===== src/rtl/pc_pkg.sv =====
// Shared types for the fetch-stage PC generator: redirect priority classes and default reset vector.
package pc_pkg;

    // Encoding order is the priority order; higher value wins.
    typedef enum logic [1:0] {
        RC_SEQ   = 2'd0,
        RC_JUMP  = 2'd1,
        RC_REDIR = 2'd2,
        RC_TRAP  = 2'd3
    } redir_class_e;

    localparam logic [31:0] DEFAULT_RESET_VEC = 32'h0000_3000;

endpackage


===== src/rtl/pc_fetch_if.sv =====
// Redirect requests from the pipeline into fetch, and the fetch PC/RAS status coming back.
interface pc_fetch_if #(
    parameter int XLEN      = 32,
    parameter int RAS_DEPTH = 4
);
    logic                         stall_f;
    logic                         trap_valid;
    logic [XLEN-1:0]              trap_target;
    logic                         redir_valid;
    logic [XLEN-1:0]              redir_target;
    logic                         jump_valid;
    logic [XLEN-1:0]              jump_target;
    logic                         call_push;
    logic [XLEN-1:0]              push_addr;
    logic                         ret_pop;
    logic [XLEN-1:0]              pc;
    logic                         pc_misalign;
    logic                         ras_miss;
    logic [$clog2(RAS_DEPTH):0]   ras_count;

    modport master (
        output stall_f, trap_valid, trap_target, redir_valid, redir_target,
               jump_valid, jump_target, call_push, push_addr, ret_pop,
        input  pc, pc_misalign, ras_miss, ras_count
    );

    modport slave (
        input  stall_f, trap_valid, trap_target, redir_valid, redir_target,
               jump_valid, jump_target, call_push, push_addr, ret_pop,
        output pc, pc_misalign, ras_miss, ras_count
    );
endinterface


===== src/rtl/pc_ras.sv =====
// Circular return-address stack; push/pop/clear take effect on the next edge, top is combinational.
// No backpressure: a push when full overwrites the oldest entry, a pop when empty is ignored.
module pc_ras #(
    parameter int XLEN  = 32,
    parameter int DEPTH = 4
) (
    input  logic                     clk,
    input  logic                     rst,
    input  logic                     clear,
    input  logic                     push,
    input  logic                     pop,
    input  logic [XLEN-1:0]          push_addr,
    output logic [XLEN-1:0]          top,
    output logic [$clog2(DEPTH):0]   count
);
    localparam int PW = $clog2(DEPTH);
    localparam int CW = PW + 1;

    logic [XLEN-1:0] mem [DEPTH];
    logic [PW-1:0]   ptr;
    logic [PW-1:0]   top_idx;
    logic            pop_ok;

    // ptr names the next free slot, so the top lives one below it.
    assign top_idx = ptr - PW'(1);
    assign top     = mem[top_idx];
    assign pop_ok  = pop && (count != '0);

    always_ff @(posedge clk) begin
        if (rst) begin
            ptr   <= '0;
            count <= '0;
            for (int i = 0; i < DEPTH; i++) begin
                mem[i] <= '0;
            end
        end else if (clear) begin
            ptr   <= '0;
            count <= '0;
        end else if (push && pop_ok) begin
            mem[top_idx] <= push_addr;
        end else if (push) begin
            mem[ptr] <= push_addr;
            ptr      <= ptr + PW'(1);
            if (count != CW'(DEPTH)) begin
                count <= count + CW'(1);
            end
        end else if (pop_ok) begin
            ptr   <= ptr - PW'(1);
            count <= count - CW'(1);
        end
    end
endmodule


===== src/rtl/pc_fetch_unit.sv =====
// Fetch PC generator: trap > EX redirect > ID jump/return > sequential; 1-edge latency to pc.
// While stall_f is high pc holds and the strongest redirect is parked in a pending latch.
module pc_fetch_unit
    import pc_pkg::*;
#(
    parameter int              XLEN      = 32,
    parameter logic [XLEN-1:0] RESET_VEC = XLEN'(DEFAULT_RESET_VEC),
    parameter int              INC       = 4,
    parameter int              RAS_DEPTH = 4
) (
    input  logic     clk,
    input  logic     rst,
    pc_fetch_if.slave bus
);
    localparam int CW = $clog2(RAS_DEPTH) + 1;

    logic [XLEN-1:0] pc_q;
    logic            misalign_q;
    redir_class_e    pend_class;
    logic [XLEN-1:0] pend_target;

    redir_class_e    new_class;
    logic [XLEN-1:0] new_target;
    logic [XLEN-1:0] pc_next;
    logic            take_new;
    logic [XLEN-1:0] ras_top;
    logic [CW-1:0]   ras_count;
    logic            ras_has;

    assign ras_has = (ras_count != '0);

    pc_ras #(
        .XLEN  (XLEN),
        .DEPTH (RAS_DEPTH)
    ) u_ras (
        .clk       (clk),
        .rst       (rst),
        .clear     (bus.trap_valid),
        .push      (bus.call_push),
        .pop       (bus.ret_pop),
        .push_addr (bus.push_addr),
        .top       (ras_top),
        .count     (ras_count)
    );

    // An explicit jump target beats the RAS prediction when both fire.
    always_comb begin
        new_class  = RC_SEQ;
        new_target = ras_top;
        if (bus.trap_valid) begin
            new_class  = RC_TRAP;
            new_target = bus.trap_target;
        end else if (bus.redir_valid) begin
            new_class  = RC_REDIR;
            new_target = bus.redir_target;
        end else if (bus.jump_valid) begin
            new_class  = RC_JUMP;
            new_target = bus.jump_target;
        end else if (bus.ret_pop && ras_has) begin
            new_class  = RC_JUMP;
            new_target = ras_top;
        end
    end

    // Equal class goes to the new request: it is the younger one.
    assign take_new = (new_class != RC_SEQ) && (new_class >= pend_class);

    always_comb begin
        pc_next = pc_q + XLEN'(INC);
        if (take_new) begin
            pc_next = new_target;
        end else if (pend_class != RC_SEQ) begin
            pc_next = pend_target;
        end
    end

    always_ff @(posedge clk) begin
        if (rst) begin
            pc_q        <= RESET_VEC;
            misalign_q  <= (RESET_VEC[1:0] != 2'b00);
            pend_class  <= RC_SEQ;
            pend_target <= '0;
        end else if (bus.stall_f) begin
            if (take_new) begin
                pend_class  <= new_class;
                pend_target <= new_target;
            end
        end else begin
            pc_q       <= pc_next;
            misalign_q <= (pc_next[1:0] != 2'b00);
            pend_class <= RC_SEQ;
        end
    end

    assign bus.pc          = pc_q;
    assign bus.pc_misalign = misalign_q;
    assign bus.ras_miss    = bus.ret_pop && !ras_has;
    assign bus.ras_count   = ras_count;
endmodule


===== src/flat_wrapper.sv =====
// flat-port wrapper written by rule: the top's interface ports become plain ports
module pc_fetch_unit_flat import pc_pkg::*;
#(
    parameter int              XLEN      = 32,
    parameter logic [XLEN-1:0] RESET_VEC = XLEN'(DEFAULT_RESET_VEC),
    parameter int              INC       = 4,
    parameter int              RAS_DEPTH = 4
)
  (clk, rst, bus_stall_f, bus_trap_valid, bus_trap_target, bus_redir_valid, bus_redir_target, bus_jump_valid, bus_jump_target, bus_call_push, bus_push_addr, bus_ret_pop, bus_pc, bus_pc_misalign, bus_ras_miss, bus_ras_count);
  pc_fetch_if #(.XLEN(XLEN), .RAS_DEPTH(RAS_DEPTH)) bus_i ();
  input  logic clk;
  input  logic rst;
  input wire logic [$bits(bus_i.stall_f)-1:0] bus_stall_f;
  input wire logic [$bits(bus_i.trap_valid)-1:0] bus_trap_valid;
  input wire logic [$bits(bus_i.trap_target)-1:0] bus_trap_target;
  input wire logic [$bits(bus_i.redir_valid)-1:0] bus_redir_valid;
  input wire logic [$bits(bus_i.redir_target)-1:0] bus_redir_target;
  input wire logic [$bits(bus_i.jump_valid)-1:0] bus_jump_valid;
  input wire logic [$bits(bus_i.jump_target)-1:0] bus_jump_target;
  input wire logic [$bits(bus_i.call_push)-1:0] bus_call_push;
  input wire logic [$bits(bus_i.push_addr)-1:0] bus_push_addr;
  input wire logic [$bits(bus_i.ret_pop)-1:0] bus_ret_pop;
  output wire logic [$bits(bus_i.pc)-1:0] bus_pc;
  output wire logic [$bits(bus_i.pc_misalign)-1:0] bus_pc_misalign;
  output wire logic [$bits(bus_i.ras_miss)-1:0] bus_ras_miss;
  output wire logic [$bits(bus_i.ras_count)-1:0] bus_ras_count;
  assign bus_i.stall_f = bus_stall_f;
  assign bus_i.trap_valid = bus_trap_valid;
  assign bus_i.trap_target = bus_trap_target;
  assign bus_i.redir_valid = bus_redir_valid;
  assign bus_i.redir_target = bus_redir_target;
  assign bus_i.jump_valid = bus_jump_valid;
  assign bus_i.jump_target = bus_jump_target;
  assign bus_i.call_push = bus_call_push;
  assign bus_i.push_addr = bus_push_addr;
  assign bus_i.ret_pop = bus_ret_pop;
  assign bus_pc = bus_i.pc;
  assign bus_pc_misalign = bus_i.pc_misalign;
  assign bus_ras_miss = bus_i.ras_miss;
  assign bus_ras_count = bus_i.ras_count;
  pc_fetch_unit #(.XLEN(XLEN), .RESET_VEC(RESET_VEC), .INC(INC), .RAS_DEPTH(RAS_DEPTH)) u_core (.clk(clk), .rst(rst), .bus(bus_i));
endmodule

===== config.mk =====
export PLATFORM = sky130hd
export DESIGN_NAME = pc_fetch_unit_flat
export DESIGN_NICKNAME = d
export VERILOG_FILES = /design/src/rtl/pc_pkg.sv /design/src/rtl/pc_fetch_if.sv /design/src/rtl/pc_ras.sv /design/src/rtl/pc_fetch_unit.sv /design/src/flat_wrapper.sv
export SDC_FILE = /design/constraint.sdc
export NUM_CORES = 1
export LEC_CHECK = 0
export ABC_AREA = 1
export CORE_ASPECT_RATIO = 0.9
export CORE_MARGIN = 2
export CORE_UTILIZATION = 44
export CTS_BUF_LIST = sky130_fd_sc_hd__clkbuf_8
export CTS_CLUSTER_SIZE = 24
export DETAILED_ROUTE_END_ITERATION = 8
export GPL_TIMING_DRIVEN = 1
export PLACE_DENSITY = 0.67
export RECOVER_POWER = 50
export SYNTH_ARGS = -nofsm -noshare
export SYNTH_HDL_FRONTEND = slang
export SYNTH_SLANG_ARGS = --single-unit

===== constraint.sdc =====
create_clock -name clk -period 3.8 [get_ports clk]
set_input_delay 0.76 -clock clk [delete_from_list [all_inputs] [get_ports clk]]
set_output_delay 0.76 -clock clk [all_outputs]
set_load 0.005 [all_outputs]

Word level (Yosys, flattened, before mapping) --
Memory sizes are Yosys's and may differ from the RTL's. Index checks and enable logic that the tools add are counted.
Storage, ports and cells: bits in registers 72, output and inout port bits 37, bits in writable memories 128, word-level logic and storage cells 65, memories 1
Operators by class: magnitude comparators 1, $add $sub $neg 5, mux-type cells 31, bitwise gates (word level) 2, reduce and logical (&&, ||, !) cells 17, equality and inequality tests 2
Memory list:
- u_core.u_ras.mem | depth 4, bits a word 32, rd ports 1, clocked after Yosys merged registers in 0, wr ports 4, line pc_ras.sv:19 | logic [XLEN-1:0] mem [DEPTH];
Operators with widths (number):
- $mux 32 | 7
- $reduce_or 32->1 | 2
- $add 32x3->32 const B | 1
- $mux 1 | 14
- $mux 2 | 7
- $mux 3 | 3
- $reduce_bool 2->1 | 4
- $logic_and 1x1->1 | 4
- $reduce_and 2->1 | 2
- $reduce_or 2->1 | 2
- $add 3x1->3 const B | 1
- $ne 3x3->1 const B | 1
- $reduce_and 3->1 | 1
- $reduce_bool 3->1 | 1
- $sub 3x1->3 const B | 1
- $add 2x1->2 const B | 1
- $ge 2x2->1 | 1
- $ne 2x1->1 const B | 1
- $not 1->1 | 2
- $sub 2x1->2 const B | 1
- $logic_not 1->1 | 1

Depth between registers and ports, before layout --
Gate-level depths: netlist of run 1.
depth after elaboration 10, mapped depth 19, mapped depth without buffers 18

Modules after synthesis --
Synthesis of run 1 repeated with hierarchy kept, for this count alone.
Second synthesis, totals: cell total of the unflattened synthesis 1478, area, all modules 10956.8 um^2
By module, submodules not included:
- pc_ras | cells an instance 522, times used 1, area an instance 5765.5 um^2, sequential area each 3943.8 um^2
- pc_fetch_unit | cells an instance 956, times used 1, area an instance 5191.2 um^2, sequential area each 1341.3 um^2

Least setup slack after synthesis of run 1 --
No wires, ideal clock.
kind input to register, start point input bus_ret_pop, end point memory u_core.u_ras.mem[3][0], enable pin, arrival time 2.793 ns, path slack 0.585 ns, path buffers 0, cell stages on the path 10, setup time 0.422 ns, data required time 3.378 ns, path through nand2_2 -> inv_1 -> ha_1 -> nand2_1 -> nor2_1 -> nand3_1 -> o21ai_2 -> inv_2 -> nand2_1 -> nor2_1
RTL lines:
- start: declaration | line flat_wrapper.sv:22 | input wire logic [$bits(bus_i.ret_pop)-1:0] bus_ret_pop;
- end: declaration | line pc_ras.sv:19

==> tab_implementation.tex, run 1 <==
\begin{tabular}{lr}
\hline
Metric & Value \\
\hline
\multicolumn{2}{l}{\textbf{Floorplanning}} \\
Number of primary I/O pins & 173 \\
Effective utilization at floorplan & 44.4\% \\
Core region area & 25000 sq um \\
Floorplan die height & 155 um \\
Die Area & 26500 sq um \\
Die outline width & 171 um \\
Number of cell rows & 55 \\
\multicolumn{2}{l}{\textbf{Clock network}} \\
Total number of clock tree sinks & 200 \\
Clock tree from TritonCTS & done \\
Root cell of the clock tree & sky130\_fd\_sc\_hd\_\_clkbuf\_8 \\
Num CTS Buffers & 17 \\
\# hold bufs at CTS & 0 \\
Number of buffers inserted by post-CTS setup repair & 0 \\
Source-to-sink clock delay at the later pin of the worst-skew pair & 0.48 ns \\
Resized Gates After CTS & 0 \\
Deepest clock path buffer count & 2 \\
Clk slew on worst S/H paths & 0.11 ns \\
H-Tree Depth & 4 \\
\multicolumn{2}{l}{\textbf{Setup path}} \\
End of the worst register-to-register path & u\_core.u\_ras.mem[2][6] \\
Peak fanout along the critical path & 32 \\
Class of the most critical setup path & in -> reg \\
Data required time of the critical path & 3.90 ns \\
Number of cells traversed by the worst register-to-register path & 11 \\
Flop-to-flop setup slack & 0.82 ns \\
Critical Path Start Type & input pin \\
Launch point of the worst reg-to-reg path & u\_core.u\_ras.count[0] \\
Arrival time reported for the critical path endpoint & 3.30 ns \\
Category of the worst setup path capture point & flip-flop \\
\multicolumn{2}{l}{\textbf{STA}} \\
Final number of hold-violating endpoints & 0 \\
RSZ-0062 raised after global routing & false \\
Setup Viol. Count Final & 0 \\
Layout Skew & 0.0202 ns \\
Post-layout min period & 3.20 ns \\
Worst slew margin relative to its limit & 30.1\% \\
Maximum frequency from static timing analysis & 313 MHz \\
Slew at the pin closest to its max-slew limit & 1.05 ns \\
Final critical-path setup slack & 0.600 ns \\
Final max-slew violation count & 0 \\
Share of the cycle needed by the critical path after routing & 84.2\% \\
Total negative setup slack & 0 ns \\
\multicolumn{2}{l}{\textbf{Logic synthesis}} \\
Number of enable-type register cells in the synthesized netlist & 128 \\
Count of distinct cell types in the synthesized netlist & 38 \\
Share of the synthesized area in the top cell type & 34.7\% \\
Instance count of the mapped netlist & 1509 \\
Netlist area before placement & 11100 sq um \\
Cell taking the most area after synthesis & sky130\_fd\_sc\_hd\_\_edfxtp\_1 \\
Proportion of register bits with asynchronous set or reset after synthesis & 0\% \\
Warnings from Yosys & 0 \\
Post-synth net total & 1652 \\
Synthesized area per cell & 7.35 sq um \\
Most used flip-flop cell after synthesis & sky130\_fd\_sc\_hd\_\_edfxtp\_1 \\
Count of state elements after synthesis & 200 \\
Part of the Yosys area used for sequential elements & 47.7\% \\
Biggest area contributors in the synthesized netlist & sky130\_fd\_sc\_hd\_\_edfxtp\_1 (35\%), sky130\_fd\_sc\_hd\_\_nand2\_1 (19\%), sky130\_fd\_sc\_hd\_\_dfxtp\_1 (13\%) \\
\multicolumn{2}{l}{\textbf{Power}} \\
Pleak & 0.00584 uW \\
Largest vdd supply drop & 0.197 mV \\
Power density relative to cell area & 370 nW/um\^{}2 \\
\multicolumn{2}{l}{\textbf{Placement}} \\
Final HPWL from detailed placement & 22.7 mm \\
DP Worst Slack & 0.429 ns \\
Final weighted congestion in routability-driven placement & 0.892 \\
Input/output buffers & 172 \\
Placed Instances & 1979 \\
\multicolumn{2}{l}{\textbf{Drt}} \\
DRC violations left & 0 \\
Post-route antenna net violation count & 0 \\
Average wire per standard cell & 16.3 um \\
Total wirelength of the detailed-routed design & 32.8 mm \\
Total number of vias & 10200 \\
Detailed Route Iter0 Violations & 816 \\
Total iterations of the first detailed-routing run & 5 \\
Via density per instance & 5.10 \\
\multicolumn{2}{l}{\textbf{Hold path}} \\
Class of the tightest hold or removal check & reg -> reg \\
Worst-case hold path end point & u\_core.bus.pc[31] \\
Hold path startpoint & u\_core.bus.pc[31] \\
Worst hold path cell count & 2 \\
\multicolumn{2}{l}{\textbf{Run status}} \\
Run status & finished clean \\
\multicolumn{2}{l}{\textbf{Final layout}} \\
Number of standard cells in the layout, taps in and fillers out & 2011 \\
Synthesis-to-finish area growth & 21.0\% \\
Utilization of the core after routing & 53.7\% \\
Final antenna diode count & 0 \\
Total Nets Final & 1799 \\
Share of post-route cells with drive strength above 1 & 6.35\% \\
Fillers & 2439 \\
\multicolumn{2}{l}{\textbf{Global route}} \\
Largest net degree at the start of global routing & 66 \\
Number of antenna violations at the first check in global routing & 1 \\
First-pass GRT wire length & 50.7 mm \\
Number of global-route vias before repair & 9473 \\
GRT Residual Overflow & 0 \\
Total routing usage reported by global routing & 24.9\% \\
\multicolumn{2}{l}{\textbf{Flow run}} \\
Number of maximum-capacitance constraint violations & 0 \\
\hline
\end{tabular}
cell type report:
| type | count | area [sq um] | share of cell area, % |
|---|---|---|---|
| multi-input combinational | 1121 | 4950 | 36.9 |
| inverter | 116 | 437 | 3.25 |
| tap | 342 | 428 | 3.19 |
| timing repair buffer | 200 | 1930 | 14.4 |
| clock buffer | 17 | 234 | 1.74 |
| sequential | 200 | 5290 | 39.4 |
| clock inverter | 15 | 161 | 1.20 |
how the worst max path moves through the flow:
stage / from / to / slack [ns] / cells after the start
after global routing: bus_call_push / u_core.u_ras.mem[2][11] / 0.46 / 9
after global placement: bus_ret_pop / u_core.pend_target[4] / 0.54 / 14
final: bus_call_push / u_core.u_ras.mem[2][6] / 0.60 / 9
after CTS: bus_ret_pop / u_core.pend_target[6] / 0.92 / 14
after detailed placement: bus_ret_pop / u_core.pend_target[1] / 0.43 / 14
after floorplan: bus_ret_pop / u_core.u_ras.mem[3][0] / 0.59 / 10
state kept, by name, indices dropped and copies added (netlist names):
| name | flops |
|---|---|
| u_core.bus.pc | 32 |
| u_core.bus.pc_misalign | 1 |
| u_core.pend_class | 2 |
| u_core.pend_target | 32 |
| u_core.u_ras.count | 3 |
| u_core.u_ras.mem | 128 |
| u_core.u_ras.ptr | 2 |
worst max-delay path: stages:
cell and delay (ns):
sky130_fd_sc_hd__dlygate4sd3_1 0.69, sky130_fd_sc_hd__ha_1 0.20, sky130_fd_sc_hd__inv_1 0.08, sky130_fd_sc_hd__nor2_4 0.10
sky130_fd_sc_hd__inv_1 0.08, sky130_fd_sc_hd__o21ai_0 0.38, sky130_fd_sc_hd__nand2_1 0.15, sky130_fd_sc_hd__nand2_1 0.09
sky130_fd_sc_hd__clkbuf_2 0.74
kinds of logic after synthesis:
| group | synth area share [%] |
|---|---|
| xor+xnor | 0.237 |
| fa+ha+maj | 0.858 |
| simple gates | 37.1 |
| flops | 47.7 |
| compound gates | 6.75 |
| buf+inv | 7.44 |
cells in the mapped netlist, types with 4 or more instances:
cell type / n
sky130_fd_sc_hd__a21oi_1: 31
sky130_fd_sc_hd__a22oi_1: 35
sky130_fd_sc_hd__buf_1: 5
sky130_fd_sc_hd__buf_2: 29
sky130_fd_sc_hd__buf_6: 4
sky130_fd_sc_hd__clkbuf_1: 29
sky130_fd_sc_hd__dfxtp_1: 72
sky130_fd_sc_hd__edfxtp_1: 128
sky130_fd_sc_hd__ha_1: 6
sky130_fd_sc_hd__inv_1: 108
sky130_fd_sc_hd__inv_2: 6
sky130_fd_sc_hd__nand2_1: 562
sky130_fd_sc_hd__nand3_1: 103
sky130_fd_sc_hd__nand4_1: 19
sky130_fd_sc_hd__nor2_1: 259
sky130_fd_sc_hd__nor2_2: 8
sky130_fd_sc_hd__nor2_4: 24
sky130_fd_sc_hd__o21ai_0: 51
sky130_fd_sc_hd__o21ai_1: 5
power by group:
| part | total (uW) | leakage, uW | switching [uW] | internal [uW] |
|---|---|---|---|---|
| combinational | 1000 | 0.00372 | 606 | 395 |
| clock | 1380 | 0.000203 | 877 | 504 |
| sequential | 2590 | 0.00192 | 114 | 2470 |
routing by layer:
layer	GRT usage (%)	share of wire, %
met5	0	0
met4	6.46	1.9
met3	4.22	7.0
met2	40.1	46
met1	34.8	45
layout by cell type, fill, tap and decap left out, drive strengths merged:
cell / synthesis / layout
xnor2: 2 / 2
clkinv: 2 / 7
a22oi: 35 / 35
fa: 1 / 1
xor2: 1 / 1
nor2: 292 / 292
ha: 6 / 6
or2: 2 / 2
dfxtp: 72 / 72
a21oi: 31 / 31
dlygate4sd3: 0 / 37
a311oi: 1 / 1
o21bai: 2 / 2
clkbuf: 29 / 22
nand2: 566 / 566
o221ai: 1 / 1
inv: 114 / 124
buf: 43 / 24
clkdlybuf4s50: 0 / 134
nand3: 104 / 104
o21ai: 57 / 57
edfxtp: 128 / 128
a22o: 1 / 1
nand4: 19 / 19
per-stage QoR:
step / power (uW) / hold slack [ns] / instance area [sq um]
2_1_floorplan: 3180 / 0.453 / 11100
3_3_place_gp: 3640 / 0.479 / 13100
3_5_place_dp: 3650 / 0.487 / 13100
4_1_cts: 5010 / 0.505 / 13500
5_1_grt: 5190 / 0.527 / 13400
6_report: 4970 / 0.501 / 13400
No activity file was read; power rests on OpenSTA's default activity.
==> run 2, diff against run 1 <==
- PLACE_DENSITY: 0.67 -> 0.7
- clock period: 3.8 -> 2.8 ns (I/O delays scaled with it)
==> run 2 against run 1 <==
- critical path type unchanged
- via count increased by 1.1%
- non-clock buffer count increased by 22
- largest power group unchanged
- highest routed layer unchanged
- combinational power increased by 42%
- sequential share of layout area decreased by 1.0 points
- die area unchanged
==> tab_implementation.tex, run 2 (same netlist as run 1, synthesis figures left out) <==
\begin{tabular}{lr}
\hline
Metric & Value \\
\hline
\multicolumn{2}{l}{\textbf{STA}} \\
Final number of hold-violating endpoints & 0 (unchanged) \\
Final max-slew violation count & 0 (unchanged) \\
Hold Worst Slack & 0.502 ns (+0.00107 ns) \\
RSZ-0062 raised after global routing & false \\
Setup Viol. Count Final & 0 (unchanged) \\
Slew at the pin closest to its max-slew limit & 1.15 ns (+0.106 ns) \\
Worst slew margin relative to its limit & 23.0\% (-7.1 points) \\
Layout Skew & 0.0229 ns (+0.00271 ns) \\
Maximum frequency from static timing analysis & 391 MHz \\
Total negative setup slack & 0 ns (unchanged) \\
Post-layout min period & 2.56 ns \\
Share of the cycle needed by the critical path after routing & 91.4\% \\
\multicolumn{2}{l}{\textbf{Clock network}} \\
Root cell of the clock tree & sky130\_fd\_sc\_hd\_\_clkbuf\_8 \\
Number of buffers inserted by post-CTS setup repair & 0 (unchanged) \\
Clock tree from TritonCTS & done \\
Clk slew on worst S/H paths & 0.11 ns (about the same) \\
Deepest clock path buffer count & 2 (unchanged) \\
Resized Gates After CTS & 0 (unchanged) \\
Total number of clock tree sinks & 200 (unchanged) \\
Num CTS Buffers & 17 (unchanged) \\
\# hold bufs at CTS & 0 (unchanged) \\
H-Tree Depth & 4 (unchanged) \\
Source-to-sink clock delay at the later pin of the worst-skew pair & 0.48 ns (about the same) \\
\multicolumn{2}{l}{\textbf{Setup path}} \\
Flop-to-flop setup slack & 0.25 ns (-0.57 ns) \\
Category of the worst setup path capture point & flip-flop \\
Class of the most critical setup path & in -> reg \\
End of the worst register-to-register path & u\_core.u\_ras.mem[3][11] \\
Number of cells traversed by the worst register-to-register path & 14 (+3) \\
Peak fanout along the critical path & 23 (-28\%) \\
Data required time of the critical path & 2.91 ns (-0.99 ns) \\
Arrival time reported for the critical path endpoint & 2.67 ns (-0.63 ns) \\
Critical Path Start Type & input pin \\
Launch point of the worst reg-to-reg path & u\_core.u\_ras.count[0] \\
\multicolumn{2}{l}{\textbf{Drt}} \\
Total number of vias & 10400 (+1.1\%) \\
Total iterations of the first detailed-routing run & 5 (unchanged) \\
DRC violations left & 0 (unchanged) \\
Via density per instance & 5.10 (about the same) \\
Total wirelength of the detailed-routed design & 32.5 mm (-0.68\%) \\
Post-route antenna net violation count & 0 (unchanged) \\
Detailed Route Iter0 Violations & 950 (+16\%) \\
Average wire per standard cell & 16.0 um (-1.8\%) \\
\multicolumn{2}{l}{\textbf{Run status}} \\
Run status & finished clean \\
\multicolumn{2}{l}{\textbf{Power}} \\
Net switching component of the power & 2190 uW (+37\%) \\
Internal power contribution & 4640 uW (+38\%) \\
Relative contribution of combinational cells to total power & 20.8\% (+0.6 points) \\
Switching part of the total power & 32.0\% (-0.13 points) \\
Largest vdd supply drop & 0.355 mV (+81\%) \\
Pleak & 0.00599 uW (+2.6\%) \\
Relative contribution of sequential cells to total power & 51.3\% (-0.8 points) \\
Power density relative to cell area & 496 nW/um\^{}2 (+34\%) \\
Clock group share of total power & 27.9\% (about the same) \\
\multicolumn{2}{l}{\textbf{Final layout}} \\
Flip-flop count of the largest register after layout & 128 (unchanged) \\
Register ranked first by flip-flop count & u\_core.u\_ras.mem \\
Commonest non-fill, non-tap cell in the layout & sky130\_fd\_sc\_hd\_\_nand2\_1 \\
Post-layout instance area & 13800 sq um (+2.6\%) \\
Number of standard cells in the layout, taps in and fillers out & 2033 (+1.1\%) \\
Share of post-route cells with drive strength above 1 & 7.75\% (+1.4 points) \\
Utilization of the core after routing & 55.1\% (+1.4 points) \\
Total Nets Final & 1821 (+1.2\%) \\
Final antenna diode count & 0 (unchanged) \\
Top library cells by usage in the layout, fill and taps aside & sky130\_fd\_sc\_hd\_\_nand2\_1 (562), sky130\_fd\_sc\_hd\_\_nor2\_1 (257), sky130\_fd\_sc\_hd\_\_clkdlybuf4s50\_1 (133), sky130\_fd\_sc\_hd\_\_edfxtp\_1 (128), sky130\_fd\_sc\_hd\_\_inv\_1 (107) \\
Synthesis-to-finish area growth & 24.2\% \\
\multicolumn{2}{l}{\textbf{Global route}} \\
Largest net degree at the start of global routing & 66 (unchanged) \\
Number of global-route vias before repair & 9613 (+1.5\%) \\
Number of antenna violations at the first check in global routing & 1 (unchanged) \\
Total routing usage reported by global routing & 25.1\% (+0.15 points) \\
First-pass GRT wire length & 51.1 mm (+0.82\%) \\
GRT Residual Overflow & 0 (unchanged) \\
\multicolumn{2}{l}{\textbf{Placement}} \\
Final weighted congestion in routability-driven placement & 0.904 (+1.3\%) \\
Input/output buffers & 172 (unchanged) \\
Final HPWL from detailed placement & 23.3 mm (+2.7\%) \\
Placed Instances & 2001 (+1.1\%) \\
Area after DPL & 13400 sq um (+2.2\%) \\
\multicolumn{2}{l}{\textbf{Hold path}} \\
Class of the tightest hold or removal check & reg -> reg \\
Worst-case hold path end point & u\_core.u\_ras.count[2] \\
Worst hold path cell count & 1 (-1) \\
Hold path startpoint & u\_core.u\_ras.count[2] \\
\multicolumn{2}{l}{\textbf{Floorplanning}} \\
Effective utilization at floorplan & 44.4\% (unchanged) \\
Core region area & 25000 sq um (unchanged) \\
Die Area & 26500 sq um (unchanged) \\
Die outline width & 171 um (unchanged) \\
Floorplan die height & 155 um (unchanged) \\
Number of cell rows & 55 (unchanged) \\
Number of primary I/O pins & 173 (unchanged) \\
\multicolumn{2}{l}{\textbf{Flow run}} \\
Number of maximum-capacitance constraint violations & 0 (unchanged) \\
\hline
\end{tabular}
==> run 2: cell types whose count changed in the layout (fill, tap and decap cells not counted), sizes merged <==
| cell | delta |
|---|---|
| buf | +25 |
| dlygate4sd3 | +1 |
| clkinvlp | +1 |
| clkinv | +3 |
| clkbuf | -3 |
| clkdlybuf4s50 | -1 |
| inv | -4 |
==> run 2: power groups by stage <==
stage | Sequential (uW) | Clock [uW] | Combinational, uW
after CTS | 3500 | 1940 | 1450
after global placement | 3560 | 0 | 1420
after floorplan | 3520 | 0 | 798
final | 3510 | 1910 | 1420
after global routing | 3530 | 2050 | 1580
after detailed placement | 3570 | 0 | 1440
==> run 2: cell type report <==
type                       count  area, sq um
sequential                   200         5290
clock buffer                  17          234
tap                          342          428
timing repair buffer         222         2220
multi-input combinational   1121         4980
inverter                     116          437
fill                        2344        11200
clock inverter                15          190
==> run 2: critical path: stages <==
cell and delay [ns]:
sky130_fd_sc_hd__dlygate4sd3_1 0.66, sky130_fd_sc_hd__ha_1 0.25, sky130_fd_sc_hd__inv_1 0.13, sky130_fd_sc_hd__nor2_4 0.05
sky130_fd_sc_hd__inv_2 0.07, sky130_fd_sc_hd__o21ai_1 0.08, sky130_fd_sc_hd__clkinv_1 0.08, sky130_fd_sc_hd__buf_4 0.10
sky130_fd_sc_hd__nand2_1 0.04, sky130_fd_sc_hd__nor2_1 0.11, sky130_fd_sc_hd__buf_2 0.54
==> run 2: metal layers <==
metal  track usage (%)  up-vias  routed length [um]
met4              8.56        0                 913
met1              34.6     4772               14100
li1                  -     5166                   -
met2              40.1      372               15400
met3              3.97       51                2170
met5                 0        -                   0
==> run 2: metrics by stage <==
stage | power, uW | worst slack [ns]
after floorplan | 4320 | 0.111
after global placement | 4990 | 0.00284
after detailed placement | 5010 | -0.0195
after CTS | 6890 | 0.400
after global routing | 7160 | 0.0504
final | 6830 | 0.240
==> run 2: worst max-delay path by stage <==
| stage | startpoint | to | slack [ns] | cells after the start |
|---|---|---|---|---|
| floorplan | u_core.u_ras.count[0] | u_core.u_ras.mem[0][0] | 0.11 | 12 |
| global route | u_core.u_ras.count[0] | u_core.u_ras.mem[3][20] | 0.05 | 14 |
| CTS | u_core.u_ras.count[0] | u_core.bus.pc[6] | 0.40 | 15 |
| detailed placement | bus_ret_pop | u_core.bus.pc[6] | -0.02 | 14 |
| finish | bus_call_push | u_core.u_ras.mem[3][11] | 0.24 | 11 |
| global placement | bus_call_push | u_core.u_ras.mem[1][12] | 0.003 | 11 |
